[config.mk]
export PLATFORM = sky130hd
export DESIGN_NAME = interrupt_sequencer
export DESIGN_NICKNAME = d
export VERILOG_FILES = /design/src/rtl/mos6502_pkg.sv /design/src/rtl/nmi_edge_detect.sv /design/src/rtl/interrupt_sequencer.sv
export SDC_FILE = /design/constraint.sdc
export NUM_CORES = 1
export LEC_CHECK = 0
export BUFFER_PORTS_ARGS = -buffer_cell sky130_fd_sc_hd__buf_2
export CAP_MARGIN = 20
export CELL_PAD_IN_SITES_DETAIL_PLACEMENT = 0
export CELL_PAD_IN_SITES_GLOBAL_PLACEMENT = 1
export CORE_AREA = 2 2 48 50
export DETAILED_ROUTE_END_ITERATION = 12
export DIE_AREA = 0 0 50 52
export HOLD_SLACK_MARGIN = 0.06
export PLACE_DENSITY_LB_ADDON = 0.1
export SYNTH_ARGS = -nofsm -noshare
export SYNTH_HDL_FRONTEND = slang
export SYNTH_SLANG_ARGS = --single-unit
[constraint.sdc]
create_clock -name clk -period 3.89 [get_ports clk]
set_clock_uncertainty 0.2 [all_clocks]
set_input_delay 0.5835 -clock clk [delete_from_list [all_inputs] [get_ports clk]]
set_output_delay 0.5835 -clock clk [all_outputs]
set_load 0.05 [all_outputs]
[src/rtl/mos6502_pkg.sv]
// Shared 6502 control definitions: sequencer state/source enums, vector
// addresses and the address/write-data mux encodings.
package mos6502_pkg;

  typedef enum logic [2:0] {
    ST_IDLE,
    ST_DUMMY,
    ST_PUSH_PCH,
    ST_PUSH_PCL,
    ST_PUSH_P,
    ST_VEC_LO,
    ST_VEC_HI
  } state_e;

  typedef enum logic [1:0] {
    SRC_RESET,
    SRC_NMI,
    SRC_IRQ,
    SRC_BRK
  } src_e;

  localparam logic [15:0] VEC_NMI = 16'hFFFA;
  localparam logic [15:0] VEC_RST = 16'hFFFC;
  localparam logic [15:0] VEC_IRQ = 16'hFFFE;

  localparam logic [1:0] ADDR_PC    = 2'b00;
  localparam logic [1:0] ADDR_STACK = 2'b01;
  localparam logic [1:0] ADDR_VEC   = 2'b10;

  localparam logic [1:0] DATA_PCH = 2'b00;
  localparam logic [1:0] DATA_PCL = 2'b01;
  localparam logic [1:0] DATA_P   = 2'b10;

  function automatic logic [15:0] base_vector(input src_e src);
    case (src)
      SRC_RESET: return VEC_RST;
      SRC_NMI:   return VEC_NMI;
      default:   return VEC_IRQ;
    endcase
  endfunction

endpackage

[src/rtl/nmi_edge_detect.sv]
// Falling-edge detector for the active-low NMI pin with a sticky pending
// flag that survives until the sequencer services it.
module nmi_edge_detect (
  input  logic clk,
  input  logic rst_n,
  input  logic nmi,
  input  logic clear,
  output logic pend
);

  logic nmi_q, nmi_d;
  logic pend_q, pend_d;

  // A new edge wins over a same-cycle clear so it is never lost.
  always_comb begin
    nmi_d  = nmi;
    pend_d = (nmi_q & ~nmi) | (pend_q & ~clear);
  end

  always_ff @(posedge clk) begin
    if (!rst_n) begin
      nmi_q  <= 1'b1;
      pend_q <= 1'b0;
    end else begin
      nmi_q  <= nmi_d;
      pend_q <= pend_d;
    end
  end

  assign pend = pend_q;

endmodule

[src/rtl/interrupt_sequencer.sv]
// 6502 reset/NMI/IRQ/BRK push-and-vector sequencer. Define NMI_HIJACK_EN to
// let an NMI arriving during an IRQ/BRK sequence redirect its vector to FFFA.
module interrupt_sequencer #(
  parameter logic [7:0] STACK_PAGE = 8'h01
) (
  input  logic        clk,
  input  logic        rst_n,
  input  logic        rdy,
  input  logic        nmi,
  input  logic        irq,
  input  logic        i_flag,
  input  logic        fetch,
  input  logic        brk_req,
  output logic        busy,
  output logic        rw,
  output logic [1:0]  addr_sel,
  output logic [15:0] vector,
  output logic [1:0]  data_sel,
  output logic        b_flag,
  output logic        pc_inc,
  output logic        sp_dec,
  output logic        pcli,
  output logic        pchi,
  output logic        set_i,
  output logic        done
);

  import mos6502_pkg::*;

  state_e state_q, state_d;
  src_e   src_q, src_d;
  src_e   vec_src;
  logic   nmi_pend;
  logic   nmi_clear;
  logic   hold;
  logic   hijack;

  nmi_edge_detect u_nmi_edge_detect (
    .clk   (clk),
    .rst_n (rst_n),
    .nmi   (nmi),
    .clear (nmi_clear),
    .pend  (nmi_pend)
  );

`ifdef NMI_HIJACK_EN
  assign hijack = (state_q == ST_VEC_LO) && nmi_pend &&
                  ((src_q == SRC_IRQ) || (src_q == SRC_BRK));
`else
  assign hijack = 1'b0;
`endif

  always_comb begin
    vec_src  = hijack ? SRC_NMI : src_q;
    busy     = (state_q != ST_IDLE);
    rw       = 1'b1;
    addr_sel = ADDR_PC;
    data_sel = DATA_PCH;
    vector   = base_vector(vec_src);
    b_flag   = (src_q == SRC_BRK);
    pc_inc   = 1'b0;
    sp_dec   = 1'b0;
    pcli     = 1'b0;
    pchi     = 1'b0;
    set_i    = 1'b0;
    done     = 1'b0;
    case (state_q)
      ST_DUMMY: pc_inc = (src_q == SRC_BRK);
      ST_PUSH_PCH, ST_PUSH_PCL, ST_PUSH_P: begin
        addr_sel = ADDR_STACK;
        sp_dec   = 1'b1;
        rw       = (src_q == SRC_RESET);
        data_sel = (state_q == ST_PUSH_PCH) ? DATA_PCH :
                   (state_q == ST_PUSH_PCL) ? DATA_PCL : DATA_P;
      end
      ST_VEC_LO: begin
        addr_sel = ADDR_VEC;
        pcli     = 1'b1;
        set_i    = 1'b1;
      end
      ST_VEC_HI: begin
        addr_sel = ADDR_VEC;
        vector   = base_vector(vec_src) + 16'd1;
        pchi     = 1'b1;
        done     = 1'b1;
      end
      default: ;
    endcase
    // Read cycles stall on RDY low; writes always complete.
    hold = busy && rw && !rdy;
    if (hold) begin
      pc_inc = 1'b0;
      sp_dec = 1'b0;
      pcli   = 1'b0;
      pchi   = 1'b0;
      set_i  = 1'b0;
      done   = 1'b0;
    end
  end

  always_comb begin
    state_d   = state_q;
    src_d     = src_q;
    nmi_clear = 1'b0;
    case (state_q)
      ST_IDLE: begin
        if (fetch) begin
          if (brk_req) begin
            src_d   = SRC_BRK;
            state_d = ST_DUMMY;
          end else if (nmi_pend) begin
            src_d   = SRC_NMI;
            state_d = ST_DUMMY;
          end else if (!irq && !i_flag) begin
            src_d   = SRC_IRQ;
            state_d = ST_DUMMY;
          end
        end
      end
      ST_DUMMY:    if (!hold) state_d = ST_PUSH_PCH;
      ST_PUSH_PCH: if (!hold) state_d = ST_PUSH_PCL;
      ST_PUSH_PCL: if (!hold) state_d = ST_PUSH_P;
      ST_PUSH_P:   if (!hold) state_d = ST_VEC_LO;
      ST_VEC_LO: begin
        if (!hold) begin
          state_d   = ST_VEC_HI;
          nmi_clear = (src_q == SRC_NMI) || hijack;
          if (hijack) src_d = SRC_NMI;
        end
      end
      ST_VEC_HI:   if (!hold) state_d = ST_IDLE;
      default:     state_d = ST_IDLE;
    endcase
  end

  always_ff @(posedge clk) begin
    if (!rst_n) begin
      state_q <= ST_DUMMY;
      src_q   <= SRC_RESET;
    end else begin
      state_q <= state_d;
      src_q   <= src_d;
    end
  end

endmodule

# == Word-level counts from Yosys, hierarchy flattened ==
# Index checks and enable logic that the tools add are counted.
# word_totals
in_bits,8
reg_bits,7
wordCells,72
# classes
n_addsub,1
n_eq_ne,16
mux,32
bitwise_logic,5
reduce_logical,14
# op_table
cell,n
16-bit 2-to-1 mux,2
3-bit 2-to-1 mux,10
3-bit one-hot mux with 7 select lines,1
16-bit by 1-bit adder with 16-bit output (second input constant),1
2-bit != test (second input constant),7
2-bit 2-to-1 mux,6
1-bit 2-to-1 mux,11
3-bit equality test (second input constant),3
8-bit AND reduction,1
3-bit by 2-bit equality test with 1-bit output (second input constant),2
3-bit one-hot mux with 2 select lines,1
3-bit nonzero test,2
4-bit by 3-bit != test with 1-bit output (second input constant),1
2-bit one-hot mux with 2 select lines,1
3-bit by 1-bit equality test with 1-bit output (second input constant),1
1-bit logical AND,3
1-bit zero test,3
3-bit zero test,1
3-bit AND reduction,1
3-bit OR reduction,1
1-bit AND,2
2-bit by 1-bit equality test with 1-bit output (second input constant),1
2-bit equality test (second input constant),1
2-bit zero test,1
3 further kinds,4

# == Longest topological paths before layout ==
# logic_depth
ltp_word,10
mapped_depth,5
mapped_depth_nobuf,3

# == By module ==
# Synthesis repeated with hierarchy kept, for this count alone.
# unflattened
hier_cells,74
area_unflattened_um2,598.1
# by_module_without_submodules
mod,seq_area_each_um2,cells_per_inst,area_each_um2,n_inst
interrupt_sequencer,100.1,68,528.0,1
nmi_edge_detect,40.0,6,70.1,1

# == Worst setup path after synthesis ==
# Ideal clock, no wire load.
# synth_path
kind,flip-flop to output port
from,reg state_q[2]
to,out pchi
arrival_ps,2641
t_required_ps,3107
path_buffers,2
setup_slack_ps,466
stages_incl_launch_ff,6
cell_sequence,dfxtp_1 -> buf_2 -> inv_1 -> nor3b_1 -> and2_1 -> buf_4
# synth_between
elab_chain_cells,6
elab_cells_between_ends,11
classes_between,eq/ne (4); mux (3); reduce/logical (4)
# synth_lines
element,line_no,source
from (decl),interrupt_sequencer.sv:30,"state_e state_q, state_d;"
from (signal assigned),interrupt_sequencer.sv:141,state_q <= state_d;
3-bit by 2-bit equality test with 1-bit output or 3-bit equality test (tied branches),interrupt_sequencer.sv:67,case (state_q)
3-bit OR reduction,interrupt_sequencer.sv:67,
1-bit 2-to-1 mux,interrupt_sequencer.sv:67,
1-bit logical AND (2 in series),interrupt_sequencer.sv:90,hold = busy && rw && !rdy;
1-bit 2-to-1 mux *,-,
to (decl),interrupt_sequencer.sv:23,"output logic pchi,"
# Mark *: on every way between the ends. The rest lies on a longest branch, timed or not.

# == Worst setup path in the final report ==
# layout_path
from,reg state_q[2]
to,out pchi
# layout_between
elab_chain_cells,6
elab_cells_between_ends,11
classes_between,eq/ne (4); mux (3); reduce/logical (4)
# layout_lines
element,line_no,source
3-bit by 2-bit equality test with 1-bit output or 3-bit equality test (tied branches),interrupt_sequencer.sv:67,
3-bit OR reduction,interrupt_sequencer.sv:67,
1-bit 2-to-1 mux,interrupt_sequencer.sv:67,
1-bit logical AND (2 in series),interrupt_sequencer.sv:90,
1-bit 2-to-1 mux *,interrupt_sequencer.sv:91,if (hold) begin
# Marks and branches as above.

==> summary.txt <==
I/O Buffers: 23
total power draw: 279.8 uW
synthesized area: 583.1 sq um
Syn Inst Count: 75
Leak: 0.0003381 uW
fin crit share: 0.6306
post-CTS sizing: 0
first-pass GRT wire length: 2221 um
Routed Antenna Nets: 0
CTS tree: built
utilization after layout: 0.3197
crit path kind: reg2out
Unique masters post-synth: 33
CP max FO: 8
Post-CTS Setup Bufs: 0
total CTS buffers: 3
RSZ-0062 raised after global routing: no
Clk pwr share: 0.236
Global Route met2 Usage: 0.1776
setup TNS: 0 ps
Clk pin slew, worst setup/hold paths: 50 ps
type of the most critical hold path: reg2reg
Die Y: 52 um
minimum clock period: 2453 ps
crit path cell chain: inv_1 > nor3b_1 > and2_1 > buf_2
die area: 0.002600 sq mm
largest net degree at the start of global routing: 16
Sequential Power Share: 0.341
Worst Reg-to-Reg Cells: 3
Critical Path AT: 1670 ps
initial antenna violation count: 0
Area growth syn-to-layout: 15.45%
Synth Warn #: 0
post-synthesis sequential area ratio: 0.2403
routed wire length: 1282 um
gr usage total: 0.1112
CTS root buf: clkbuf_4
# clock sinks: 7
met3 usage: 0.02874
M1 GR Usage: 0.1374
routability cong.: 0.7426
startpoint types: flop
nets: 104
Slew Limit Fails: 0
DPL Wire Length: 950.3 um
Crit. End Element: primary output
grt total ovfl: 0
combinational share of power: 0.423
antenna cells: 0
core area: 0.002106 sq mm
total of fill cells in the finished design: 249
Critical Path Max Stage Delay: 500 ps
Yosys reg bits: 7
post-synthesis area per instance: 7.774 sq um
Initial Util: 0.2769
switching share of power: 0.4745
grt peak-use layer: met2
Slew HR: 0.6568
IO Pins: 37
WP data required: 3110 ps
worst hold stages: 2
DR DRC count: 0
drt via density: 4.366
Fin. Hold Viols: 0
vias: 537
DR WL/cell: 10.42 um
Pint: 147.0 uW
maximum VDD drop: 0.1528 mV
H-tree depth: 1
Clk Latency, worst-skew pair: 250 ps
DRT iter0 DRCs: 10
width of the die: 50 um
final setup violating endpoints: 0
Clock Path Buffers: 2
PD cells: 415.6 mW/mm^2
fmax: 0.4076 GHz
# Max-Cap Violations: 0
outcome: finished, final reports clean
1st-pass router iterations: 4
slowest CP cell: dfxtp_1
cts hold-fix bufs: 0
number of global-route vias before repair: 483
worst-margin pin slew: 514.1 ps
layout cell share with drive strength beyond 1: 0.3263
switching power: 132.8 uW
Core Rows: 17
-- cell usage after synthesis --
library cell,n,area share
and3_1,2,0.021
nor3b_1,2,0.026
mux2i_1,2,0.034
o21a_1,1,0.013
o221ai_1,1,0.015
a21oi_1,2,0.017
buf_2,3,0.026
o21ai_1,1,0.0086
buf_4,15,0.19
clkbuf_1,1,0.0064
a221oi_1,1,0.015
o311ai_2,1,0.028
nor3_1,1,0.0086
nor2_1,4,0.026
inv_1,3,0.019
or4_1,1,0.013
o41ai_1,1,0.015
nand2b_1,4,0.043
nand2_1,6,0.039
nor3_2,1,0.017
and2_1,2,0.021
xnor2_1,1,0.015
and2_2,1,0.013
a21boi_0,1,0.013
o211ai_1,1,0.013
nor4b_1,1,0.015
or2_2,1,0.011
dfxtp_1,7,0.24
o21ai_0,3,0.026
conb_1,1,0.0064
a21o_1,1,0.013
o31a_2,1,0.017
o31ai_1,1,0.013
-- path summary, 6_finish.rpt --
path                           start                     end  slack [ps]
min reg2reg  u_nmi_edge_detect.nmi_q  u_nmi_edge_detect.pend         250
max                       state_q[2]                    pchi        1440
max reg2reg               state_q[2]  u_nmi_edge_detect.pend        2340
min          u_nmi_edge_detect.nmi_q  u_nmi_edge_detect.pend         250
-- flip-flops by register name (all words and copies together) (netlist names) --
register                 flops
u_nmi_edge_detect.pend       1
state_q                      3
u_nmi_edge_detect.nmi_q      1
src_q                        2
-- cell type report --
cell class | count | area, sq um | share of cell area
Clock buffer | 4 | 26.28 | 0.03903
Sequential cell | 7 | 140.1 | 0.2082
Inverter | 3 | 11.26 | 0.01673
Multi-Input combinational cell | 58 | 345.3 | 0.5130
Tap cell | 28 | 35.03 | 0.05204
Timing Repair Buffer | 23 | 115.1 | 0.1710
-- cell families after synthesis --
logic type,after synthesis,share of synthesized area
AND/OR/NAND/NOR,26,0.2532
buffers and inverters,22,0.2446
AO/OA/AOI/OAI,16,0.2060
flip-flops,7,0.2403
multiplexers,2,0.03434
XOR/XNOR,1,0.01502
other,1,0.006432
-- layout by cell type, fill, tap and decap left out, types with 2 or more instances in the layout --
cell	n
and2_1	2
nand2_1	6
and3_1	2
clkbuf_4	3
buf_2	23
mux2i_1	2
a21oi_1	2
nor2_1	4
o21ai_0	3
inv_1	3
nand2b_1	4
conb_1	13
dfxtp_1	7
nor3b_1	2
-- power by group through the flow --
stage	sequential (uW)	clock, uW	combinational, uW
2_1_floorplan	84.5	0	121
3_3_place_gp	97.0	0	119
3_5_place_dp	96.8	0	119
4_1_cts	95.1	69.8	119
5_1_grt	97.7	76.4	128
6_report	95.4	66.0	118
-- per-layer routing --
metal	vias up	routed length (um)
met5	-	0
met4	0	4
met3	2	94
met2	24	582
met1	242	602
li1	269	-
-- worst max-delay path, delay by kind of cell, from the launching register on --
| kind | cells | cell delay, ps |
|---|---|---|
| buf+inv | 2 | 470 |
| flops | 1 | 500 |
| simple gates | 2 | 450 |
-- per-stage QoR --
step | cell area, sq um | cells | setup slack [ps] | hold slack [ps]
after floorplan | 628.1 | 87 | 465.9 | 239.3
after global placement | 646.9 | 119 | 1636 | 248.8
after detailed placement | 646.9 | 119 | 1643 | 254.3
after CTS | 673.1 | 123 | 1430 | 262.7
after global routing | 673.1 | 123 | 1275 | 274.1
final | 673.1 | 123 | 1437 | 253.4
Power figures use the tool's default switching activity.
